## src/rtl/uart_rx_param.sv

```systemverilog
// Parametrised UART receiver: 2-FF input synchroniser, oversampled bit timing,
// false-start rejection, framing/parity/overrun flags and a valid/ready output.
// Optional build macro UART_RX_MAJORITY_EN: each bit value is the 2-of-3 majority
// of the samples at MID-1, MID and MID+1, with the decision taken at MID+1.
module uart_rx_param #(
    parameter int unsigned CLK_FREQ   = 50_000_000,
    parameter int unsigned BAUD       = 9_600,
    parameter int unsigned OVERSAMPLE = 16,
    parameter int unsigned DATA_BITS  = 8,
    parameter int unsigned PARITY     = 0,
    parameter int unsigned STOP_BITS  = 1
) (
    input  logic                 clk_i,
    input  logic                 reset_i,
    input  logic                 rxd_i,
    output logic [DATA_BITS-1:0] rx_data_o,
    output logic                 rx_valid_o,
    input  logic                 rx_ready_i,
    output logic                 frame_err_o,
    output logic                 parity_err_o,
    output logic                 overrun_o,
    output logic                 busy_o
);

    localparam int unsigned DIV_RAW = CLK_FREQ / (BAUD * OVERSAMPLE);
    localparam int unsigned DIV     = (DIV_RAW < 1) ? 1 : DIV_RAW;
    localparam int unsigned MID     = OVERSAMPLE / 2 - 1;
`ifdef UART_RX_MAJORITY_EN
    localparam int unsigned DEC     = MID + 1;
`else
    localparam int unsigned DEC     = MID;
`endif
    localparam int unsigned DIV_W   = (DIV > 1) ? $clog2(DIV) : 1;
    localparam int unsigned SMP_W   = $clog2(OVERSAMPLE);

    localparam logic [DIV_W-1:0] DIV_LAST      = DIV_W'(DIV - 1);
    localparam logic [SMP_W-1:0] SMP_DEC       = SMP_W'(DEC);
    localparam logic [SMP_W-1:0] SMP_LAST      = SMP_W'(OVERSAMPLE - 1);
    localparam logic [3:0]       BIT_LAST_DATA = 4'(DATA_BITS - 1);
    localparam logic [3:0]       BIT_LAST_STOP = 4'(STOP_BITS - 1);

    typedef enum logic [2:0] {StIdle, StStart, StData, StParity, StStop} state_e;

    state_e               state_q;
    logic [DIV_W-1:0]     div_q;
    logic [1:0]           sync_q;
    logic [SMP_W-1:0]     samp_q;
    logic [3:0]           bit_q;
    logic [DATA_BITS-1:0] shift_q;
    logic                 frame_bad_q, parity_bad_q;
    logic                 armed_q, done_q;
    logic                 rx_valid_q, frame_err_q, parity_err_q, overrun_q;
    logic [DATA_BITS-1:0] rx_data_q;
    logic                 tick, rxd_s, bit_val;

    // Two-flop synchroniser; idles high so reset does not look like a start bit.
    always_ff @(posedge clk_i or posedge reset_i) begin
        if (reset_i) sync_q <= 2'b11;
        else         sync_q <= {sync_q[0], rxd_i};
    end
    assign rxd_s = sync_q[1];

    // Free-running divider producing one sample tick every DIV clocks.
    always_ff @(posedge clk_i or posedge reset_i) begin
        if (reset_i)   div_q <= '0;
        else if (tick) div_q <= '0;
        else           div_q <= div_q + 1'b1;
    end
    assign tick = (div_q == DIV_LAST);

`ifdef UART_RX_MAJORITY_EN
    logic [1:0] hist_q;

    // Keeps the two previous tick samples so the vote at MID+1 sees MID-1 and MID.
    always_ff @(posedge clk_i or posedge reset_i) begin
        if (reset_i)   hist_q <= 2'b11;
        else if (tick) hist_q <= {hist_q[0], rxd_s};
    end
    assign bit_val = (hist_q[1] & hist_q[0]) | (hist_q[1] & rxd_s) | (hist_q[0] & rxd_s);
`else
    assign bit_val = rxd_s;
`endif

    // Frame FSM; all progress is gated by the sample tick.
    always_ff @(posedge clk_i or posedge reset_i) begin
        if (reset_i) begin
            state_q      <= StIdle;
            samp_q       <= '0;
            bit_q        <= '0;
            shift_q      <= '0;
            frame_bad_q  <= 1'b0;
            parity_bad_q <= 1'b0;
            armed_q      <= 1'b1;
            done_q       <= 1'b0;
        end else begin
            done_q <= 1'b0;
            if (tick) begin
                unique case (state_q)
                    StIdle: begin
                        samp_q <= '0;
                        // After a break frame the line must go high before a new start.
                        if (rxd_s) begin
                            armed_q <= 1'b1;
                        end else if (armed_q) begin
                            state_q      <= StStart;
                            frame_bad_q  <= 1'b0;
                            parity_bad_q <= 1'b0;
                        end
                    end
                    StStart: begin
                        if (samp_q == SMP_DEC && bit_val) begin
                            state_q <= StIdle;
                            samp_q  <= '0;
                        end else if (samp_q == SMP_LAST) begin
                            state_q <= StData;
                            samp_q  <= '0;
                            bit_q   <= '0;
                        end else begin
                            samp_q <= samp_q + 1'b1;
                        end
                    end
                    StData: begin
                        if (samp_q == SMP_DEC) shift_q <= {bit_val, shift_q[DATA_BITS-1:1]};
                        if (samp_q == SMP_LAST) begin
                            samp_q <= '0;
                            if (bit_q == BIT_LAST_DATA) begin
                                bit_q   <= '0;
                                state_q <= (PARITY != 0) ? StParity : StStop;
                            end else begin
                                bit_q <= bit_q + 1'b1;
                            end
                        end else begin
                            samp_q <= samp_q + 1'b1;
                        end
                    end
                    StParity: begin
                        if (samp_q == SMP_DEC) begin
                            parity_bad_q <= ((^shift_q) ^ bit_val) != (PARITY == 1);
                        end
                        if (samp_q == SMP_LAST) begin
                            state_q <= StStop;
                            samp_q  <= '0;
                        end else begin
                            samp_q <= samp_q + 1'b1;
                        end
                    end
                    StStop: begin
                        if (samp_q == SMP_DEC) begin
                            frame_bad_q <= frame_bad_q | ~bit_val;
                            if (bit_q == BIT_LAST_STOP) begin
                                // Complete mid stop bit so the next start edge is not missed.
                                state_q <= StIdle;
                                samp_q  <= '0;
                                done_q  <= 1'b1;
                                armed_q <= bit_val;
                            end else begin
                                samp_q <= samp_q + 1'b1;
                            end
                        end else if (samp_q == SMP_LAST) begin
                            samp_q <= '0;
                            bit_q  <= bit_q + 1'b1;
                        end else begin
                            samp_q <= samp_q + 1'b1;
                        end
                    end
                    default: state_q <= StIdle;
                endcase
            end
        end
    end

    // Output holding register with valid/ready handshake and sticky overrun.
    always_ff @(posedge clk_i or posedge reset_i) begin
        if (reset_i) begin
            rx_data_q    <= '0;
            rx_valid_q   <= 1'b0;
            frame_err_q  <= 1'b0;
            parity_err_q <= 1'b0;
            overrun_q    <= 1'b0;
        end else if (done_q) begin
            if (!rx_valid_q || rx_ready_i) begin
                rx_data_q    <= shift_q;
                frame_err_q  <= frame_bad_q;
                parity_err_q <= parity_bad_q;
                rx_valid_q   <= 1'b1;
                overrun_q    <= 1'b0;
            end else begin
                overrun_q <= 1'b1;
            end
        end else if (rx_valid_q && rx_ready_i) begin
            rx_valid_q   <= 1'b0;
            frame_err_q  <= 1'b0;
            parity_err_q <= 1'b0;
            overrun_q    <= 1'b0;
        end
    end

    assign rx_data_o    = rx_data_q;
    assign rx_valid_o   = rx_valid_q;
    assign frame_err_o  = frame_err_q;
    assign parity_err_o = parity_err_q;
    assign overrun_o    = overrun_q;
    assign busy_o       = (state_q != StIdle);

endmodule

```

## config.mk

```make
export PLATFORM = sky130hd
export DESIGN_NAME = uart_rx_param
export DESIGN_NICKNAME = d
export VERILOG_FILES = /design/src/rtl/uart_rx_param.sv
export SDC_FILE = /design/constraint.sdc
export NUM_CORES = 1
export LEC_CHECK = 0
export CAP_MARGIN = 20
export CORE_MARGIN = 3
export CORE_UTILIZATION = 52
export DETAILED_ROUTE_END_ITERATION = 6
export PLACE_DENSITY = 0.75
export SLEW_MARGIN = 20
export SYNTH_ARGS = -nofsm -noshare
export SYNTH_HDL_FRONTEND = slang
export SYNTH_SLANG_ARGS = --single-unit
export TNS_END_PERCENT = 5
```

## constraint.sdc

```tcl
create_clock -name clk_i -period 1.8 [get_ports clk_i]
set_input_delay 0.18 -clock clk_i [delete_from_list [all_inputs] [get_ports clk_i]]
set_output_delay 0.18 -clock clk_i [all_outputs]
set_load 0.01 [all_outputs]
```

# [Yosys cells after proc, flatten, opt, wreduce, memory -nomap -nowiden]
# Index checks and enable logic that the tools add are counted.
[word_totals] ff_bits=46 inputBits=4 out_inout_bits=13 elab_cells=113
[op_classes] addsub=3 eq_ne=23 mux=46 n_bitwise=3 reduce_logical=23
[ops] operator="$mux 4" n=10
[ops] operator="$mux 3" n=9
[ops] operator="$ne 2x2->1 const B" n=13
[ops] operator="$mux 1" n=20
[ops] operator="$pmux 4 s4" n=1
[ops] operator="$pmux 3 s5" n=1
[ops] operator="$reduce_and 5->1" n=3
[ops] operator="$pmux 4 s3" n=1
[ops] operator="$add 9x1->9 const B" n=1
[ops] operator="$eq 9x9->1 const B" n=1
[ops] operator="$mux 9" n=1
[ops] operator="$reduce_and 9->1" n=1
[ops] operator="$add 4x1->4 const B" n=2
[ops] operator="$eq 4x3->1 const B" n=2
[ops] operator="$reduce_xor 8->1" n=1
[ops] operator="$reduce_and 7->1" n=1
[ops] operator="$eq 3x2->1 const B" n=2
[ops] operator="$pmux 1 s2" n=3
[ops] operator="$reduce_and 2->1" n=3
[ops] operator="$reduce_bool 2->1" n=3
[ops] operator="$reduce_bool 3->1" n=2
[ops] operator="$eq 4x4->1 const B" n=1
[ops] operator="$logic_not 4->1" n=1
[ops] operator="$reduce_bool 4->1" n=1
[ops] operator="13 further kinds" n=14

# [Logic depth before layout (Yosys ltp)]
# Gate-level depths: netlist of the first run.
[logic_depth] depth_word=5 mapped_depth=7 depth_no_buf=6

# [Worst setup path before layout of the first run]
# Ideal clock, no wire load.
[synth_timing] path_kind="register -> register" startpoint="register div_q[0]" endpoint="register shift_q[0]" setup_time_ns=0.125 arrival_ns=1.827 required_time_ns=1.675 setup_slack_ns=-0.152 stages_incl_launch_ff=8 path_buffers=1 synth_period_minus_slack_ns=1.952 cell_sequence="dfrtp_1 -> inv_1 -> ha_1 -> and4bb_4 -> nand2_4 -> or4_4 -> buf_6 -> mux2_4"
[synth_between] elab_chain_len=2
[synth_lines] item="from (decl)" line_no="45" source="logic [DIV_W-1:0] div_q;"
[synth_lines] item="from (signal assigned)" line_no="67" source="else div_q <= div_q + 1'b1;"
[synth_lines] item="$eq 9x9->1" line_no="69" source="assign tick = (div_q == DIV_LAST);"
[synth_lines] item="$reduce_and 3->1 (no line)"
[synth_lines] item="to (signal assigned)" line_no="123" source="if (samp_q == SMP_DEC) shift_q <= {bit_val, shift_q[DATA_BITS-1:1]};"
[synth_lines] item="to (decl)" line_no="49" source="logic [DATA_BITS-1:0] shift_q;"
# No other way between the ends.
# A chain may end at the register's enable or synchronous reset.

# [Final worst setup path of the first run]
[layout_timing] startpoint="register samp_q[1]" endpoint="register shift_q[6]"
[layout_between] elab_chain_len=2
[layout_lines] item="from (decl)" line_no="47" source="logic [SMP_W-1:0] samp_q;"
[layout_lines] item="from (signal assigned)" line_no="119" source="samp_q <= samp_q + 1'b1;"
[layout_lines] item="from (signal assigned)" line_no="133" source="samp_q <= samp_q + 1'b1;"
[layout_lines] item="from (signal assigned)" line_no="144" source="samp_q <= samp_q + 1'b1;"
[layout_lines] item="$eq 4x3->1" line_no="123"
[layout_lines] item="$reduce_and 3->1 (no line)"
# No other way between the ends.

==> impl_metrics.env, run 1 <==
export IMPL_fp_dieH_um=74.0
export IMPL_antenna_found_initial=0
export IMPL_failed_checks="setup timing"
export IMPL_rows=24
export IMPL_netlist_area_um2=2410
export IMPL_critPathKind="flop to flop"
export IMPL_synth_area_leaders="dfrtp_1 (45%), mux2_4 (5.0%), mux2_2 (4.2%)"
export IMPL_ff2ff_setup_slack_ps=-50
export IMPL_setup_ws_ps=-51.6
export IMPL_viasPerCell=5.72
export IMPL_synthAdderAreaFrac_pct=3.02
export IMPL_power_density_nw_per_um2=585
export IMPL_cp_slowest_cell="or4_4"
export IMPL_cp_depth=5
export IMPL_max_stage_delay_ps=590
export IMPL_critPathBufInv=0
export IMPL_reg2reg_to="shift_q[6]$_DFFE_PP0P_"
export IMPL_async_flop_share_pct=100
export IMPL_fin_worst_skew_ps=14.0
export IMPL_synth_area_leader_cell="dfrtp_1"
export IMPL_hold_worst_slack_ps=145
export IMPL_ys_seq_area_share_pct=48.0
export IMPL_synth_edff_count=0
export IMPL_clk_pin_slew_ps=90
export IMPL_critPathArrivalTime_ps=2050
export IMPL_p_leak_nw=1.40
export IMPL_synthSimpleGateAreaFrac_pct=17.2
export IMPL_fin_area_um2=2960
export IMPL_report_final_setup_viol=8
export IMPL_synth_top_area_share_pct=44.7
export IMPL_r2r_cells=5
export IMPL_synth_compound_area_share_pct=10.8
export IMPL_cts_buffers=5
export IMPL_cpLargestDelayFamily="simple AND/OR/NAND/NOR gates"
export IMPL_cts_sinks=46
export IMPL_fmaxAchievable_mhz=540
export IMPL_ios=17
export IMPL_post_dp_hpwl_mm=3.38
export IMPL_routabilityCongestion=0.851
export IMPL_regArea_um2=1150
export IMPL_final_cell_mix="dfrtp_1 (43), buf_4 (28), clkdlybuf4s50_1 (15)"
export IMPL_syn_inst=212
export IMPL_syn_num_nets=221
export IMPL_grt_pass1_wl_mm=7.81
export IMPL_ys_flop_type="dfrtp_1"
export IMPL_final_common_cell="dfrtp_1"
export IMPL_wl_per_cell_um=14.8
export IMPL_synthXorXnorAreaFrac_pct=6.03
export IMPL_start_util_pct=54.5
export IMPL_post_cts_buffers=0
export IMPL_cts_hold_buf=0
export IMPL_tightest_slew_ps=450
export IMPL_insertion_delay_ps=310
export IMPL_rsz0062_at_grt="true"
export IMPL_worstReg2RegStart="samp_q[1]$_DFFE_PP0P_"
export IMPL_routed_wl_mm=4.59
export IMPL_n_antenna_cell=0
export IMPL_dieArea_um2=5480
export IMPL_grt_use_total_pct=18.7
export IMPL_hold_viol=0
export IMPL_cts_root_buf="clkbuf_8"
export IMPL_vias=1773
export IMPL_synth_top_family_by_area="simple AND/OR/NAND/NOR gates"
export IMPL_yosysWarnings=0
export IMPL_first_pass_iters=5
export IMPL_ys_ff_latch=46
export IMPL_port_buffers=16
export IMPL_overflow=0
export IMPL_finalNetCount=266
export IMPL_cp_start_kind="flop"
export IMPL_outcome="finished, violations left"
export IMPL_cts_htree_levels=2
export IMPL_placed_area_um2=2840
export IMPL_drc=0
export IMPL_clk_path_buf_depth=2
export IMPL_hp_class="primary input to async pin"
export IMPL_grt_max_degree=32
export IMPL_muxShareOfSynthArea_pct=11.3
export IMPL_area_growth_pct=23.0
export IMPL_ant_nets=0
export IMPL_critPathLaunch="samp_q[1]$_DFFE_PP0P_"
export IMPL_fp_dieW_um=74.0
export IMPL_endpoint="shift_q[6]$_DFFE_PP0P_"
export IMPL_path_cells="ha_2 > and3b_2 > nand2_1 > or4_4 > mux2_4"
export IMPL_yosysUniqueCellTypes=57
export IMPL_drive_gt1_share_pct=29.8
export IMPL_initialDrtViolationCount=135
export IMPL_worst_ep_required_time_ps=2000
export IMPL_core_area_um2=4410
export IMPL_fillers=336
export IMPL_drv_slew=0
export IMPL_multiInputGateArea_um2=1200
export IMPL_peakVddDrop_v=0.000398
export IMPL_cts_tree="built"
export IMPL_path_max_fanout=8
export IMPL_finalCritPeriodShare_pct=103
export IMPL_period_needed_ps=1850
export IMPL_slew_headroom_pct=69.7
export IMPL_maxCapViolCount=0
export IMPL_synth_avg_cell_area_um2=11.3
export IMPL_end_kind="flop"
export IMPL_grt_pass1_vias=1685
[worst min path at each step]
stage                                     endpoint
final                     rx_data_o[1]$_DFFE_PP0P_
after floorplan                sync_q[0]$_DFF_PP1_
after detailed placement       sync_q[1]$_DFF_PP1_
after global routing      rx_data_o[1]$_DFFE_PP0P_
after CTS                 rx_data_o[1]$_DFFE_PP0P_
after global placement         sync_q[1]$_DFF_PP1_
[synth_stat cells, types with 3 or more instances]
cell type and n:
inv_1 11, xnor2_1 7, nor2_1 12, clkbuf_1 4, nor2b_1 6, ha_1 5, mux2_4 8, nand2b_1 4
nor3b_1 3, dfstp_2 3, mux2_2 9, a31oi_1 4, o31ai_1 3, nand3_1 6, o32ai_1 3, dfrtp_1 43
mux2i_1 5, nand2_1 12, o21ai_0 5, and3_1 3, nor3_1 3, xor2_1 7
[area by class of cell]
type | count | share of cell area, %
tap | 52 | 2.20
inverter | 11 | 1.40
timing repair buffer | 46 | 13.8
clock buffer | 5 | 2.33
multi-input combinational | 147 | 40.4
sequential | 46 | 39.0
clock inverter | 3 | 0.803
[per-stage QoR]
stage	std cells	worst slack, ps	utilization (%)	power (mW)	TNS, ps
3_3_place_gp	302	-29.0	64.3	1.10	-240
6_report	310	-51.6	67.0	1.73	-312
2_1_floorplan	212	-110	-	1.08	-918
5_1_grt	310	-105	67.0	1.80	-890
3_5_place_dp	302	-44.6	64.3	1.10	-370
4_1_cts	310	-47.4	66.5	1.75	-298
[routing by layer]
layer  vias to the layer above  GRT usage [%]  part of all wire (%)
li1                        857              -                     -
met1                       859           24.2                    45
met2                        47           30.8                    48
met3                        10           3.24                   3.9
met4                         0           8.45                   2.4
met5                         -              0                     0
[worst reg2reg max path, stage by stage (launching register included)]
cell and delay [ps]:
dfrtp_1 360, ha_2 180, and3b_2 210, nand2_1 60
or4_4 590, mux2_4 340
[sequential cells by signal, summed over array words and instances, names as in the netlist, 2 cells and up]
signal	cells
state_q	3
bit_q	4
sync_q	2
rx_data_o	8
div_q	9
samp_q	4
shift_q	8
[power breakdown]
part | total (mW) | leakage [nW] | internal (mW) | switching (mW)
registers | 1.04 | 0.602 | 1.04 | 0.00317
logic | 0.0389 | 0.754 | 0.0147 | 0.0242
clock network | 0.651 | 0.0408 | 0.278 | 0.373
total | 1.73 | 1.40 | 1.33 | 0.401
[cells by family (layout without fill, tap and decap cells)]
kind of cell,after synthesis,count (layout)
DFF,46,46
xor gates and xnor gates,15,15
adders and majority gates,6,6
AOI/OAI and AO/OA,34,34
and+or+nand+nor,70,70
buffers and inverters,19,65
muxes,22,22
[what timing repair did]
| action | CTS | global route |
|---|---|---|
| endpoints found under the hold margin | 0 | 0 |
| cloned | 0 | 0 |
| setup endpoints to repair | 11 | 18 |
| gates resized for setup | 3 | 5 |
Power figures use the tool's default switching activity.
==> inputs of run 2 (changes only) <==
--- a/config.mk
+++ b/config.mk
@@ -10,7 +10,6 @@
 export CORE_UTILIZATION = 52
 export DETAILED_ROUTE_END_ITERATION = 6
 export PLACE_DENSITY = 0.75
-export SLEW_MARGIN = 20
 export SYNTH_ARGS = -nofsm -noshare
 export SYNTH_HDL_FRONTEND = slang
 export SYNTH_SLANG_ARGS = --single-unit
==> results of run 2 <==
No change in the layout: final DEF, timing and power equal those of run 1.
